`src/rtl/if_pkg.sv`:
```
// Shared definitions for the instruction-fetch stage: default width,
// FSM state encoding and the bubble instruction used on reset.
package if_pkg;

    localparam int IF_XLEN = 32;

    typedef enum logic [1:0] {
        S_BOOT = 2'd0,
        S_REQ  = 2'd1,
        S_WAIT = 2'd2,
        S_DROP = 2'd3
    } if_state_e;

    // addi x0, x0, 0
    localparam logic [31:0] NOP = 32'h0000_0013;

endpackage

```
`src/rtl/if_id_reg.sv`:
```
// IF/ID pipeline register: holds one fetched instruction and its PC for
// decode, with fill, consume (id_ready) and flush control.
module if_id_reg
    import if_pkg::*;
#(
    parameter int XLEN = IF_XLEN
) (
    input  logic            clk,
    input  logic            rst_n,
    input  logic            fill,
    input  logic            flush,
    input  logic            id_ready,
    input  logic [XLEN-1:0] fill_instr,
    input  logic [XLEN-1:0] fill_pc,
    output logic            id_valid,
    output logic [XLEN-1:0] id_instr,
    output logic [XLEN-1:0] id_pc
);

    logic            valid_q, valid_d;
    logic [XLEN-1:0] instr_q, instr_d;
    logic [XLEN-1:0] pc_q, pc_d;

    // Flush beats fill; a fill replaces any entry being consumed; otherwise a
    // consumed entry empties the register and an unconsumed one holds.
    always_comb begin
        valid_d = valid_q;
        instr_d = instr_q;
        pc_d    = pc_q;
        if (flush) begin
            valid_d = 1'b0;
        end else if (fill) begin
            valid_d = 1'b1;
            instr_d = fill_instr;
            pc_d    = fill_pc;
        end else if (id_ready && valid_q) begin
            valid_d = 1'b0;
        end
    end

    // Register update with synchronous active-low reset to an empty NOP slot.
    always_ff @(posedge clk) begin
        if (!rst_n) begin
            valid_q <= 1'b0;
            instr_q <= XLEN'(NOP);
            pc_q    <= '0;
        end else begin
            valid_q <= valid_d;
            instr_q <= instr_d;
            pc_q    <= pc_d;
        end
    end

    assign id_valid = valid_q;
    assign id_instr = instr_q;
    assign id_pc    = pc_q;

endmodule

```
`src/rtl/if_stage.sv`:
```
// Instruction-fetch stage: steers the external PC counter, issues one
// outstanding fetch at a time to instruction memory and fills the IF/ID
// register, honouring decode backpressure and redirects from later stages.
module if_stage
    import if_pkg::*;
#(
    parameter int              XLEN     = IF_XLEN,
    parameter logic [XLEN-1:0] RESET_PC = '0
) (
    input  logic            clk,
    input  logic            rst_n,
    input  logic [XLEN-1:0] pc_in,
    output logic            pc_en,
    output logic            pc_load,
    output logic [XLEN-1:0] pc_target,
    output logic            imem_req_valid,
    input  logic            imem_req_ready,
    output logic [XLEN-1:0] imem_addr,
    input  logic            imem_rsp_valid,
    output logic            imem_rsp_ready,
    input  logic [XLEN-1:0] imem_rsp_data,
    input  logic            redirect_valid,
    input  logic [XLEN-1:0] redirect_pc,
    output logic            id_valid,
    input  logic            id_ready,
    output logic [XLEN-1:0] id_instr,
    output logic [XLEN-1:0] id_pc
);

    if_state_e       state_q, state_d;
    logic [XLEN-1:0] pend_pc_q, pend_pc_d;
    logic            space;
    logic            fill;
    logic            flush;

    // The IF/ID slot can accept a new instruction when empty or draining.
    assign space = !id_valid || id_ready;

    // Next-state and counter/memory control; a redirect overrides everything
    // except the boot load.
    always_comb begin
        state_d        = state_q;
        pend_pc_d      = pend_pc_q;
        pc_en          = 1'b0;
        pc_load        = 1'b0;
        pc_target      = '0;
        imem_req_valid = 1'b0;
        imem_addr      = '0;
        imem_rsp_ready = 1'b0;
        fill           = 1'b0;
        flush          = 1'b0;

        case (state_q)
            S_BOOT: begin
                pc_en     = 1'b1;
                pc_load   = 1'b1;
                pc_target = RESET_PC;
                state_d   = S_REQ;
            end
            S_REQ: begin
                imem_addr      = pc_in;
                imem_req_valid = space && !redirect_valid;
                if (imem_req_valid && imem_req_ready) begin
                    pend_pc_d = pc_in;
                    pc_en     = 1'b1;
                    state_d   = S_WAIT;
                end
            end
            S_WAIT: begin
                imem_rsp_ready = space;
                if (imem_rsp_valid && imem_rsp_ready) begin
                    fill    = !redirect_valid;
                    state_d = S_REQ;
                end else if (redirect_valid) begin
                    state_d = S_DROP;
                end
            end
            S_DROP: begin
                imem_rsp_ready = 1'b1;
                if (imem_rsp_valid) begin
                    state_d = S_REQ;
                end
            end
            default: begin
                state_d = S_BOOT;
            end
        endcase

        if (redirect_valid && state_q != S_BOOT) begin
            pc_en     = 1'b1;
            pc_load   = 1'b1;
            pc_target = redirect_pc;
            flush     = 1'b1;
        end
    end

    // FSM state and the PC of the outstanding request.
    always_ff @(posedge clk) begin
        if (!rst_n) begin
            state_q   <= S_BOOT;
            pend_pc_q <= '0;
        end else begin
            state_q   <= state_d;
            pend_pc_q <= pend_pc_d;
        end
    end

    if_id_reg #(
        .XLEN(XLEN)
    ) u_if_id_reg (
        .clk       (clk),
        .rst_n     (rst_n),
        .fill      (fill),
        .flush     (flush),
        .id_ready  (id_ready),
        .fill_instr(imem_rsp_data),
        .fill_pc   (pend_pc_q),
        .id_valid  (id_valid),
        .id_instr  (id_instr),
        .id_pc     (id_pc)
    );

endmodule
```
`config.mk`:
```
export PLATFORM = sky130hd
export DESIGN_NAME = if_stage
export DESIGN_NICKNAME = d
export VERILOG_FILES = /design/src/rtl/if_pkg.sv /design/src/rtl/if_id_reg.sv /design/src/rtl/if_stage.sv
export SDC_FILE = /design/constraint.sdc
export NUM_CORES = 1
export LEC_CHECK = 0
export ABC_AREA = 0
export ABC_CLOCK_PERIOD_IN_PS = 1900
export CAP_MARGIN = 20
export CORE_MARGIN = 2
export CORE_UTILIZATION = 40
export DETAILED_ROUTE_END_ITERATION = 10
export PLACE_DENSITY = 0.77
export SLEW_MARGIN = 20
export SYNTH_ARGS = -nofsm -noshare
export SYNTH_HDL_FRONTEND = slang
export SYNTH_SLANG_ARGS = --single-unit
export TNS_END_PERCENT = 1
```
`constraint.sdc`:
```
create_clock -name clk -period 1.9 [get_ports clk]
set_clock_uncertainty 0.2 [all_clocks]
set_input_delay 0.38 -clock clk [delete_from_list [all_inputs] [get_ports clk]]
set_output_delay 0.38 -clock clk [all_outputs]
set_load 0.005 [all_outputs]
```
==> results of run 1 <==
flip-flops by register name (all words and copies together), names as in the netlist:
register,flops
u_if_id_reg.id_instr,32
pend_pc_q,32
u_if_id_reg.id_pc,32
u_if_id_reg.id_valid,1
state_q,2
power by group:
part	switching (mW)	total, mW	internal (mW)
clock	0.755	1.98	1.22
combinational	0.362	1.02	0.660
sequential	0.0191	2.13	2.11
total	1.14	5.13	4.00
tightest hold or removal path, delay by kind of cell, from the launching register on:
| kind | cells | cell delay, ns |
|---|---|---|
| compound gates | 1 | 0.05 |
| flops | 1 | 0.31 |
| simple gates | 1 | 0.05 |
synth_stat cells, types with 2 or more instances:
cell type    n  area (µm²)
buf_8        5        75.1
and2_1      64         400
buf_6        5        56.3
nand3_1      4        20.0
dfxtp_1     99        1980
a21boi_2    57         642
buf_12       2        40.0
nand2_1    184         691
nand2_2     11        68.8
a21boi_1    30         225
a21boi_0     7        52.6
inv_1        3        11.3
buf_2        6        30.0
buf_4        4        30.0
clkbuf_1    17        63.8
nand2b_1     2        12.5
ha_1         4        50.1
nor2_1       2        7.51
routing by layer:
metal / wire length [µm] / track usage (%) / vias to the layer above
li1: - / - / 2200
met1: 5430 / 23.5 / 2040
met2: 7270 / 40.2 / 166
met3: 878 / 5.28 / 19
met4: 280 / 9.47 / 0
met5: 0 / 0 / -
timing repair:
item,4_1_cts,5_1_grt
endpoints found under the setup margin,93,140
resized for setup,269,59
pin swaps,11,9
gates cloned,4,0
buffers inserted,6,2
final cells by class:
cell class                      count  area, µm²  share of cell area [%]
Clock inverter                      4       72.6                   0.937
Timing Repair Buffer              299       2790                    36.1
Clock buffer                       12        256                    3.31
Sequential cell                    99       1980                    25.6
Multi-Input combinational cell    381       2450                    31.6
Tap cell                          143        179                    2.31
Inverter                            3       11.3                   0.145
kinds of logic (layout without fill, tap and decap cells):
family	after synthesis	in the layout	share of synthesized area (%)
AOI/OAI and AO/OA	101	101	21.1
adders and majority gates	4	4	1.08
buffers and inverters	43	318	6.94
DFF	99	99	43.0
muxes	1	1	0.217
and+or+nand+nor	275	275	27.7
how the worst max path moves through the flow:
stage	from	to	cells after the start
6_report	state_q[0]	pc_target[14]	7
4_1_cts	state_q[0]	pc_target[12]	7
2_1_floorplan	state_q[0]	pc_target[10]	5
3_3_place_gp	redirect_valid	pc_target[21]	5
3_5_place_dp	redirect_valid	pc_target[9]	5
5_1_grt	state_q[1]	pc_target[14]	7
==> results by group, run 1 <==
Detailed routing
  – WL/cell: 14.7 µm
  – Routed WL: 13900 µm
  – Routed vias: 4425
  – DRC: 0
  – Vias/cell: 4.70
  – Drt pass-1 iters: 5
  – Initial DRC count: 150
  – Antenna violation net count after detailed routing: 0

Yosys
  – Yosys cell types: 35
  – Cells after Synth: 523
  – Number of synthesized register bits: 99
  – Syn Area/Cell: 8.82 µm²
  – Sequential fraction of the synthesis area: 43.0%
  – EDFF count, synth: 0
  – Net Count, Synth: 629
  – Async set-reset flop share out of synthesis: 0%
  – Synth warn: 0
  – Syn Std Cell Area: 4610 µm²
  – Top FF cell, synth: dfxtp_1

Worst setup path
  – Worst path max stage delay: 0.34 ns
  – Crit end category: output pin
  – Critical path class: reg2out
  – CP max FO: 8
  – Worst path cell trace: inv_2 > ha_4 > and2b_4 > buf_12 > buf_16 > and2_1 > buf_2
  – Crit path required time: 1.32 ns
  – CP delay by family, top: buffers and inverters
  – Worst Reg-to-Reg Cells: 10
  – Worst path slowest cell: dfxtp_2
  – Reg-to-Reg End: pend_pc_q[12]
  – Crit path DAT: 1.60 ns
  – RR Startpoint: state_q[1]
  – Critical path launch point type: flip-flop
  – FF-to-FF setup slack: -0.02 ns
  – CP bufs+invs: 4

Power and ir drop
  – Max IR drop VDD: 0.000467 V
  – Total Power: 5.13 mW
  – Pwr Density: 663 nW/µm²
  – Static leakage: 3.01 nW

STA
  – Final Setup Violations: 68
  – Hold slack: 0.253 ns
  – Final Hold Fails: 0
  – Fmax: 458 MHz
  – Min Clock Period, post-route: 2.18 ns
  – RSZ-0062 raised after global routing: yes
  – Period utilization: 115%
  – Worst slew margin: 76.8%
  – Setup TNS: -15.97 ns
  – Slew Viols, Final: 0
  – Post-route setup slack: -0.281 ns
  – Slew @ Worst Pin: 0.349 ns

GRT
  – Initial antenna violation count: 0
  – Vias in the first global route: 4489
  – Grt total ovfl: 0
  – Pin count of the biggest net entering global routing: 101
  – First-pass GRT wire length: 21800 µm
  – Gr usage total: 21.7%

Die
  – Initial Util: 40.7%
  – DIE WIDTH: 111 µm
  – Die Ht: 111 µm
  – Die Footprint: 12400 µm²
  – Std cell rows: 39
  – Core area: 11300 µm²
  – Io pins: 235

Placement
  – Final Wtd Congestion: 0.839
  – Buffers on Ports: 234
  – Pre-CTS setup slack: -0.587 ns
  – Placed Cells: 914
  – Placed cell area: 7310 µm²
  – HPWL after detailed placement: 9650 µm

Finish
  – Most frequent cells in the layout: nand2_1, clkdlybuf4s50_1, dfxtp_1
  – Area Growth Syn to Fin: 67.9%
  – Fraction of layout cells with a size suffix above 1: 33.1%
  – Most common cell after layout, fill and taps aside: nand2_1
  – Final antenna diode count: 0
  – Cell area after layout: 7750 µm²
  – Final cell count without fillers: 941
  – Final core utilization: 68.4%
  – Nets: 899
  – Fill count: 910

Clock network
  – Hold_buf cts: 0
  – Clock Path Buffers: 2
  – Clk_lat worst skew: 0.34 ns
  – H-tree level count: 3
  – CTS tree: built
  – CTS root buffer: clkbuf_16
  – Reg clk slew, reported paths: 0.06 ns
  – Clk sinks: 99
  – Cts bufs inserted: 9

Flow run
  – Max Cap Viol: 0

Min path
  – Hold_sp: pend_pc_q[4]
  – Hold EP: pend_pc_q[4]
  – Hold Path Class: reg2reg
  – WHS Path Cells: 2

Outcome
  – Run status: finished with violations
  – Failing checks: setup timing
Power figures use the tool's default switching activity.
==> run 2, diff against run 1 <==
- CORE_MARGIN: 2 -> 1
==> results by group, run 2 (same netlist as run 1, synthesis figures left out) <==
Clock network
  – Clk_lat worst skew: 0.33 ns
  – CTS root buffer: clkbuf_16
  – Cts bufs inserted: 9
  – Reg clk slew, reported paths: 0.06 ns
  – Clk sinks: 99
  – H-tree level count: 3
  – CTS tree: built
  – Clock Path Buffers: 2

GRT
  – Met2 usage: 45.1%
  – Met3 GRT Util: 6.58%
  – Initial antenna violation count: 0
  – Gr usage total: 24.0%
  – Vias in the first global route: 4467
  – Met1 Use GR: 24.4%
  – Top Usage Layer GRT: met2
  – Pin count of the biggest net entering global routing: 53
  – Grt total ovfl: 0
  – First-pass GRT wire length: 21800 µm

Power and ir drop
  – Static leakage: 3.05 nW
  – Total Power: 5.09 mW
  – Max IR drop VDD: 0.000516 V
  – Pwr Density: 647 nW/µm²

Detailed routing
  – Routed vias: 4458
  – Drt pass-1 iters: 5
  – Antenna violation net count after detailed routing: 0
  – DRC: 0
  – Initial DRC count: 166
  – Vias/cell: 4.73
  – WL/cell: 15.4 µm
  – Routed WL: 14600 µm

Finish
  – Final cell count without fillers: 943
  – Final antenna diode count: 0
  – Area Growth Syn to Fin: 70.5%
  – Fraction of layout cells with a size suffix above 1: 35.0%
  – Fill count: 856
  – Nets: 904
  – Most common cell after layout, fill and taps aside: nand2_1
  – Sequential Area: 1980 µm²
  – Most frequent cells in the layout: nand2_1, clkdlybuf4s50_1, dfxtp_1
  – Multi-input gate area: 2460 µm²

Die
  – Io pins: 235
  – Initial Util: 41.8%
  – DIE WIDTH: 109 µm
  – Core area: 11000 µm²
  – Die Ht: 109 µm
  – Die Footprint: 12000 µm²
  – Std cell rows: 38

Worst setup path
  – CP bufs+invs: 4
  – FF-to-FF setup slack: -0.11 ns
  – Critical path class: reg2out
  – Critical path launch point type: flip-flop
  – CP delay by family, top: buffers and inverters
  – Crit path DAT: 1.68 ns
  – Crit path required time: 1.32 ns
  – Worst Reg-to-Reg Cells: 10
  – Worst path max stage delay: 0.35 ns
  – Worst path slowest cell: dfxtp_2
  – Crit end category: output pin
  – Worst path cell trace: inv_2 > ha_4 > and2b_4 > buf_12 > clkbuf_16 > and2_1 > buf_2
  – CP max FO: 8
  – RR Startpoint: state_q[0]
  – Reg-to-Reg End: u_if_id_reg.id_instr[12]

Min path
  – Hold Path Class: in2reg
  – Hold EP: state_q[0]
  – WHS Path Cells: 2
  – Hold_sp: rst_n

STA
  – Fmax: 443 MHz
  – Min Clock Period, post-route: 2.26 ns
  – Worst slew margin: 79.5%
  – Post-route setup slack: -0.358 ns
  – Hold slack: 0.233 ns
  – Final Hold Fails: 0
  – Final Setup Violations: 126
  – RSZ-0062 raised after global routing: yes
  – Slew @ Worst Pin: 0.308 ns
  – Period utilization: 119%
  – Slew Viols, Final: 0

Placement
  – Placed Cells: 913
  – Final Wtd Congestion: 0.857
  – Pre-CTS setup slack: -0.585 ns
  – Buffers on Ports: 234
  – HPWL after detailed placement: 10200 µm

Flow run
  – Max Cap Viol: 0

Outcome
  – Failing checks: setup timing
  – Run status: finished with violations
[run 2: final cells by class]
cell class	count	share of cell area, %
Inverter	3	0.175
Tap cell	140	2.23
Sequential cell	99	25.2
Clock inverter	3	0.573
Timing Repair Buffer	304	37.1
Multi-Input combinational cell	381	31.2
Clock buffer	13	3.44
[run 2: layer usage]
metal | share of wire (%) | wire (µm)
met5 | 0 | 0
met4 | 3.4 | 489
met3 | 7.4 | 1080
met2 | 53 | 7780
met1 | 36 | 5210
[run 2: worst register-to-register path: cells and delay by family, from the launching register on]
family	cells	cell delay (ns)
flip-flops	1	0.33
AO/OA/AOI/OAI	1	0.13
buffers and inverters	5	0.58
adder cells (fa/ha/maj)	1	0.18
AND/OR/NAND/NOR	3	0.51
[run 2: stage by stage]
stage	utilization, %	instance area (µm²)	TNS [ns]
floorplan	-	4610	0
global placement	66.2	7300	-38.81
detailed placement	66.2	7300	-41.70
CTS	70.3	7750	-19.02
global route	71.3	7870	-29.75
finish	71.3	7870	-21.28
[run 2: how the worst max path moves through the flow]
| stage | start | endpoint | slack, ns | depth (start not counted) |
|---|---|---|---|---|
| 5_1_grt | state_q[1] | pc_target[28] | -0.40 | 7 |
| 6_report | state_q[0] | pc_target[28] | -0.36 | 7 |
| 3_3_place_gp | redirect_valid | pc_target[1] | -0.58 | 5 |
| 2_1_floorplan | state_q[0] | pc_target[10] | 0.12 | 5 |
| 4_1_cts | state_q[1] | pc_target[25] | -0.40 | 7 |
| 3_5_place_dp | redirect_valid | pc_target[21] | -0.58 | 5 |
[run 2: where the power goes]
part	switching, mW	internal, mW	leakage [nW]	total, mW
sequential	0.0201	2.11	0.800	2.13
combinational	0.380	0.698	2.11	1.08
clock	0.751	1.13	0.148	1.88
total	1.15	3.94	3.05	5.09
[run 2: timing repair]
item                       in CTS  in global routing
gates resized for setup       260                 92
setup endpoints to repair      99                159
pin swaps                      18                 19
cloned                          3                  2
buffers inserted                7                  3
hold buffers                    0                  0
==> run 3, diff against run 2 <==
- ABC_CLOCK_PERIOD_IN_PS: 1900 -> not set
==> results of run 3 <==
Final layout, timing and power as in run 2 (identical DEF).
